[src/rtl/pipe_skid_reg.sv]
// Two-entry skid pipeline register: registered ready/valid on both sides, order-preserving,
// with synchronous flush and a selectable active clock edge.
//
// state   | meaning
// EMPTY   | no entry held
// ONE     | main entry valid
// TWO     | main and skid entries valid, upstream stalled
module pipe_skid_reg #(
  parameter int                 WIDTH     = 32,
  parameter logic [WIDTH-1:0]   RESET_VAL = '0,
  parameter bit                 NEG_EDGE  = 1'b0
) (
  input  logic             clk,
  input  logic             reset,
  input  logic             flush,
  input  logic             in_valid,
  input  logic [WIDTH-1:0] in_data,
  output logic             in_ready,
  output logic             out_valid,
  output logic [WIDTH-1:0] out_data,
  input  logic             out_ready,
  output logic [1:0]       occupancy
);

  // Encoding doubles as the occupancy count.
  typedef enum logic [1:0] {
    S_EMPTY = 2'd0,
    S_ONE   = 2'd1,
    S_TWO   = 2'd2
  } state_t;

  state_t           r_state;
  logic [WIDTH-1:0] r_main;
  logic [WIDTH-1:0] r_skid;

  state_t           w_state_nxt;
  logic [WIDTH-1:0] w_main_nxt;
  logic [WIDTH-1:0] w_skid_nxt;
  logic             w_in_xfer;
  logic             w_out_xfer;

  assign in_ready   = (r_state != S_TWO);
  assign out_valid  = (r_state != S_EMPTY);
  assign out_data   = r_main;
  assign occupancy  = r_state;

  assign w_in_xfer  = in_valid & in_ready;
  assign w_out_xfer = out_valid & out_ready;

  always_comb begin
    w_state_nxt = r_state;
    w_main_nxt  = r_main;
    w_skid_nxt  = r_skid;
    if (reset || flush) begin
      w_state_nxt = S_EMPTY;
      w_main_nxt  = RESET_VAL;
      w_skid_nxt  = RESET_VAL;
    end else begin
      case (r_state)
        S_EMPTY: begin
          if (w_in_xfer) begin
            w_main_nxt  = in_data;
            w_state_nxt = S_ONE;
          end
        end
        S_ONE: begin
          if (w_in_xfer && w_out_xfer) begin
            w_main_nxt = in_data;
          end else if (w_out_xfer) begin
            w_state_nxt = S_EMPTY;
          end else if (w_in_xfer) begin
            w_skid_nxt  = in_data;
            w_state_nxt = S_TWO;
          end
        end
        S_TWO: begin
          if (w_out_xfer) begin
            w_main_nxt  = r_skid;
            w_state_nxt = S_ONE;
          end
        end
        default: w_state_nxt = S_EMPTY;
      endcase
    end
  end

  generate
    if (NEG_EDGE) begin : g_neg
      always_ff @(negedge clk) begin
        r_state <= w_state_nxt;
        r_main  <= w_main_nxt;
        r_skid  <= w_skid_nxt;
      end
    end else begin : g_pos
      always_ff @(posedge clk) begin
        r_state <= w_state_nxt;
        r_main  <= w_main_nxt;
        r_skid  <= w_skid_nxt;
      end
    end
  endgenerate

endmodule

[config.mk]
export PLATFORM = sky130hd
export DESIGN_NAME = pipe_skid_reg
export DESIGN_NICKNAME = d
export VERILOG_FILES = /design/src/rtl/pipe_skid_reg.sv
export SDC_FILE = /design/constraint.sdc
export NUM_CORES = 1
export LEC_CHECK = 0
export ABC_AREA = 1
export CAP_MARGIN = 20
export CELL_PAD_IN_SITES_DETAIL_PLACEMENT = 1
export CELL_PAD_IN_SITES_GLOBAL_PLACEMENT = 2
export CORE_ASPECT_RATIO = 1.2
export CORE_UTILIZATION = 27
export DETAILED_ROUTE_END_ITERATION = 8
export PLACE_DENSITY_LB_ADDON = 0.2
export RECOVER_POWER = 50
export SKIP_CTS_REPAIR_TIMING = 1
export SLEW_MARGIN = 10
export SYNTH_ARGS = -nofsm -noshare
export SYNTH_HDL_FRONTEND = slang
export SYNTH_SLANG_ARGS = --single-unit
[constraint.sdc]
create_clock -name clk -period 1.44 [get_ports clk]
set_input_delay 0.144 -clock clk [delete_from_list [all_inputs] [get_ports clk]]
set_output_delay 0.144 -clock clk [all_outputs]
set_load 0.01 [all_outputs]
### Word-level counts from Yosys, hierarchy flattened

Cells that the tools add are included.

* register bits after elaboration: 66
* logic and storage cells: 33
* bits of input ports: 37

* bitwise logic cells: 4
* multiplexer cells: 10
* eq/ne operators: 8
* reduce and logical (&&, ||, !) cells: 8

Operators with widths (number)
* two-way mux 32 bit: 3
* case mux 32 bit (3 select lines): 1
* AND reduction 4 bit: 3
* two-way mux 2 bit: 5
* != test 2 bit (second input constant): 5
* case mux 2 bit (3 select lines): 1
* != test 3 bit (second input constant): 1
* nonzero test 3 bit: 1
* AND 1 bit: 2
* == test 2 x 1 -> 1 bit (second input constant): 1
* == test 2 bit (second input constant): 1
* logical NOT 2 bit: 1
* NOT 1 bit: 2
* nonzero test 2 bit: 1
* logical AND 1 bit: 1
* logical OR 1 bit: 1

### Depth between registers and ports, before layout

Gate-level depths: netlist (run 1).

* depth after elaboration: 6
* gate-level depth with buffers: 8
* gate-level depth less buffers: 7

### Least setup slack after synthesis (run 1)

No wires, ideal clock.

* path kind: flip-flop to flip-flop
* start: register r_state[1], in the netlist occupancy[1]
* end: register r_main[23], in the netlist out_data[23]
* slack: 0.282 ns
* library setup time: 0.114 ns
* period minus slack after synthesis: 1.158 ns
* buffers on the path: 2
* arrival time: 1.045 ns
* stages on the path, launching flop included: 8
* cell sequence: dfxtp_1 buf_6 nand2_2 buf_4 nand2_1 nand2_1 a21oi_1 nor2_1

* cells in the longest elaborated chain, start to end: 5
* elaborated cells on any way between the ends: 14
* classes of those cells: 6 x eq/ne; 1 x mux; 2 x bitwise; 5 x reduce/logical

RTL lines
* from (decl): line 32 `state_t r_state;`
* from (signal assigned): line 96 `r_state <= w_state_nxt;`
* != test 2 bit *: line 42 `assign in_ready = (r_state != S_TWO);`
* named net in_ready: line 18 `output logic in_ready,`
* AND 1 bit *: line 47 `assign w_in_xfer = in_valid & in_ready;`
* logical AND 1 bit: line 67 `if (w_in_xfer && w_out_xfer) begin`
* != test 2 bit (no line)
* AND reduction 4 bit (no line) *
* to (signal assigned): line 97 `r_main <= w_main_nxt;`
* to (decl): line 33 `logic [WIDTH-1:0] r_main;`

The timed path passes the listed nets; every way through them passes the cells marked *.
A chain may end at the register's enable or synchronous reset.

### Worst setup path in the final report (run 1)

* start: register r_state[1], in the netlist occupancy[1]
* end: output occupancy[1]

RTL lines
* to (decl): line 22 `output logic [1:0] occupancy`

No word-level cell between the ends.

==> results of run 1 <==
==> placed cells by master (no fill, tap or decap), types with 5 or more instances in the layout <==
cell type and count:
nand3_2 10, o21ai_1 5, buf_4 11, o21ai_0 28
dfxtp_1 64, a21oi_1 32, clkbuf_16 9, nand2_1 99
nand3_1 55, inv_1 36, clkdlybuf4s50_1 70, nor2_1 97
buf_12 8
==> registers in the layout, indices dropped and copies added, names as in the netlist <==
signal     flops
out_data      32
r_skid        32
occupancy      2
==> stage by stage <==
| step | utilization [%] | TNS, ns | worst slack (ns) | hold slack [ns] |
|---|---|---|---|---|
| 6_report | 38.5 | 0 | 0.0431 | 0.470 |
| 5_1_grt | 38.5 | -0.000177 | -0.000177 | 0.478 |
| 4_1_cts | 38.4 | -0.495 | -0.196 | 0.459 |
| 3_5_place_dp | 35.9 | -1.98 | -0.0742 | 0.474 |
| 3_3_place_gp | 35.9 | -0.194 | -0.0535 | 0.462 |
| 2_1_floorplan | - | 0 | 0.282 | 0.284 |
==> routing by layer <==
| metal | track usage, % | share of wire (%) |
|---|---|---|
| met1 | 20.0 | 47 |
| met2 | 26.8 | 49 |
| met3 | 3.05 | 2.8 |
| met4 | 6.16 | 1.5 |
| met5 | 0 | 0 |
==> layout make-up <==
type / count / area, µm² / area share [%]
timing repair buffer: 91 / 968 / 21.7
tap: 157 / 196 / 4.41
inverter: 39 / 146 / 3.28
clock buffer: 12 / 246 / 5.53
sequential: 66 / 1330 / 29.8
multi-input combinational: 335 / 1530 / 34.4
clock inverter: 3 / 40.0 / 0.898
==> report_power, final <==
group | leakage, nW | internal, mW | switching [mW] | total, mW
registers | 0.538 | 1.88 | 0.0260 | 1.90
logic | 1.18 | 0.301 | 0.294 | 0.595
clock network | 0.142 | 1.37 | 0.792 | 2.16
total | 1.86 | 3.55 | 1.11 | 4.66
==> cell usage after synthesis <==
cell | n | share of area, %
a21boi_0 | 1 | 0.23
a21oi_1 | 32 | 5.0
buf_2 | 20 | 3.1
buf_4 | 7 | 1.6
buf_6 | 4 | 1.4
clkbuf_1 | 2 | 0.23
clkbuf_2 | 2 | 0.31
dfxtp_1 | 66 | 41
inv_1 | 35 | 4.1
inv_2 | 4 | 0.47
nand2_1 | 99 | 12
nand2_2 | 2 | 0.39
nand2_4 | 2 | 0.70
nand3_1 | 55 | 8.6
nand3_2 | 10 | 3.1
nand3_4 | 1 | 0.55
nor2_1 | 98 | 11
nor2_8 | 1 | 0.62
nor3_1 | 1 | 0.16
o21ai_0 | 28 | 4.4
o21ai_1 | 5 | 0.78
==> tightest hold or removal path, delay by kind of cell <==
kind | cells | cell delay [ns]
AOI/OAI and AO/OA | 1 | 0.14
and+or+nand+nor | 1 | 0.04
buffers and inverters | 1 | 0.43
==> cells by family (layout without fill, tap and decap cells) <==
logic type / after synthesis / count (layout) / share of synthesized area [%]
AOI/OAI and AO/OA: 66 / 66 / 10.4
buffers and inverters: 74 / 145 / 11.3
DFF: 66 / 66 / 41.2
and+or+nand+nor: 269 / 269 / 37.2
==> how the worst min path moves through the flow <==
stage                start      endpoint  slack, ns  cells after the start
2_1_floorplan     in_valid  occupancy[0]       0.28                      2
3_3_place_gp    r_skid[11]    r_skid[11]       0.46                      2
3_5_place_dp    r_skid[22]    r_skid[22]       0.47                      2
4_1_cts         in_data[2]     r_skid[2]       0.46                      3
5_1_grt        in_data[27]    r_skid[27]       0.48                      3
6_report        in_data[2]     r_skid[2]       0.47                      3
==> qor.json, run 1 <==
{
  "critical_path": {
    "worst_r2r_startpoint": "occupancy[0]",
    "critical_path.n_buffers_inverters": 1,
    "worst_path_max_fanout": 6,
    "reg2reg_to": "out_data[24]",
    "max_stage_delay_cell_worst_path": "clkdlybuf4s50_1",
    "cp_top_family": "buffers and inverters",
    "critical_path.startpoint": "occupancy[1]",
    "criticalPathCategory": "reg -> out",
    "timing.critical_path.arrival_ns": 1.25,
    "critical_path_cell_count": 1,
    "endpoint": "occupancy[1]",
    "endpoint_kind": "primary output",
    "crit_path_cell_trace": "clkdlybuf4s50_1",
    "depth_of_the_worst_register_to_register_path": 7,
    "register_to_register_setup_slack_ns": 0.16,
    "worst_path_largest_cell_delay_ns": 0.54,
    "worst_setup_path_start_kind": "register",
    "required_time_worst_endpoint_ns": 1.30
  },
  "floorplan": {
    "fp-row-count": 43,
    "die-area_um2": 12300,
    "dieWidth_um": 102,
    "die_height_um": 121,
    "top_level_ports": 73,
    "core_um2": 11600,
    "start_util_pct": 27.7
  },
  "routing": {
    "wl_um": 9180,
    "vias": 3210,
    "drc_errors_left": 0,
    "detail_route.wl_per_cell_um": 13.1,
    "detailedRoute.firstIterationViolations": 93,
    "drt_first_pass_iters": 4,
    "drtAntennaViolNets": 0,
    "per_cell_via_count_in_the_routed_design": 4.57
  },
  "timing": {
    "report.final.setup_viol": 0,
    "timing.final.hold_violations": 0,
    "post_layout_minimum_cycle_time_ns": 1.40,
    "finalClockSkew_ns": 0.00621,
    "final-max-slew-violation-count": 0,
    "fin_crit_sh_pct": 97.0,
    "worst_slew_pin_slew_ns": 0.391,
    "max_slew_margin_pct": 74.0,
    "clock.fmax_mhz": 716
  },
  "power_and_ir_drop": {
    "p_leak_nw": 1.86,
    "peakVddDrop_v": 0.000610,
    "power_density_nw_per_um2": 1050,
    "fin_total_pwr_mw": 4.66
  },
  "finish": {
    "num-fill-cells": 1428,
    "n_antenna_cell": 0,
    "finish.cell_count_without_fillers": 703,
    "final_area_um2": 4460,
    "syn_to_final_growth_pct": 38.9,
    "final_nets": 579,
    "layout-drive-gt1-share_pct": 9.89
  },
  "place": {
    "dpl_cell_area_um2": 4150,
    "post-place-cells": 687,
    "post-dp-hpwl_um": 6010,
    "placement.io_buffers": 72,
    "gp_congestion": 0.744
  },
  "synthesis": {
    "synth_cell_type_count": 21,
    "synth_nets": 512,
    "post_synth_inst_count": 475,
    "synth-seq-cells": 66,
    "area_of_the_mapped_netlist_um2": 3210,
    "yosysSeqAreaShare_pct": 41.2,
    "syn_area_per_cell_um2": 6.75,
    "synth.yosys.warnings": 0
  },
  "clocking": {
    "clock_tree.htree_level_count": 3,
    "clock_tree.buffer_depth": 2,
    "numCtsBuffers": 9,
    "clockRootBuffer": "clkbuf_16",
    "clock_sinks": 66,
    "cts_tree": "done",
    "register_clock_pin_slew_on_the_reported_worst_setup_and_hold_paths_ns": 0.05,
    "worstSkewPairLatency_ns": 0.33
  },
  "global_route": {
    "grt_overflow": 0,
    "grt.total_usage_pct": 16.0,
    "first_pass_grt_wire_length_um": 15300,
    "grt_antenna_before_repair": 0,
    "first_global_vias": 3148,
    "grt_start_max_net_pins": 67
  },
  "hold_path": {
    "holdCritPathClass": "in -> reg"
  },
  "outcome": {
    "outcome": "finished, final reports clean"
  },
  "job": {
    "drv.max_cap_violation_count": 0
  }
}
Power figures use the tool's default switching activity.
==> run 2, diff against run 1 <==
--- a/config.mk
+++ b/config.mk
@@ -6,6 +6,7 @@
 export NUM_CORES = 1
 export LEC_CHECK = 0
 export ABC_AREA = 1
+export ABC_CLOCK_PERIOD_IN_PS = 1440
 export CAP_MARGIN = 20
 export CELL_PAD_IN_SITES_DETAIL_PLACEMENT = 1
 export CELL_PAD_IN_SITES_GLOBAL_PLACEMENT = 2
==> results of run 2 <==
The final DEF is identical to that of run 1; final timing and power are the same.
==> run 3, diff against run 2 <==
--- a/config.mk
+++ b/config.mk
@@ -7,7 +7,7 @@
 export LEC_CHECK = 0
 export ABC_AREA = 1
 export ABC_CLOCK_PERIOD_IN_PS = 1440
-export CAP_MARGIN = 20
+export CAP_MARGIN = 10
 export CELL_PAD_IN_SITES_DETAIL_PLACEMENT = 1
 export CELL_PAD_IN_SITES_GLOBAL_PLACEMENT = 2
 export CORE_ASPECT_RATIO = 1.2
==> results of run 3 <==
The final DEF is identical to that of run 1; final timing and power are the same.
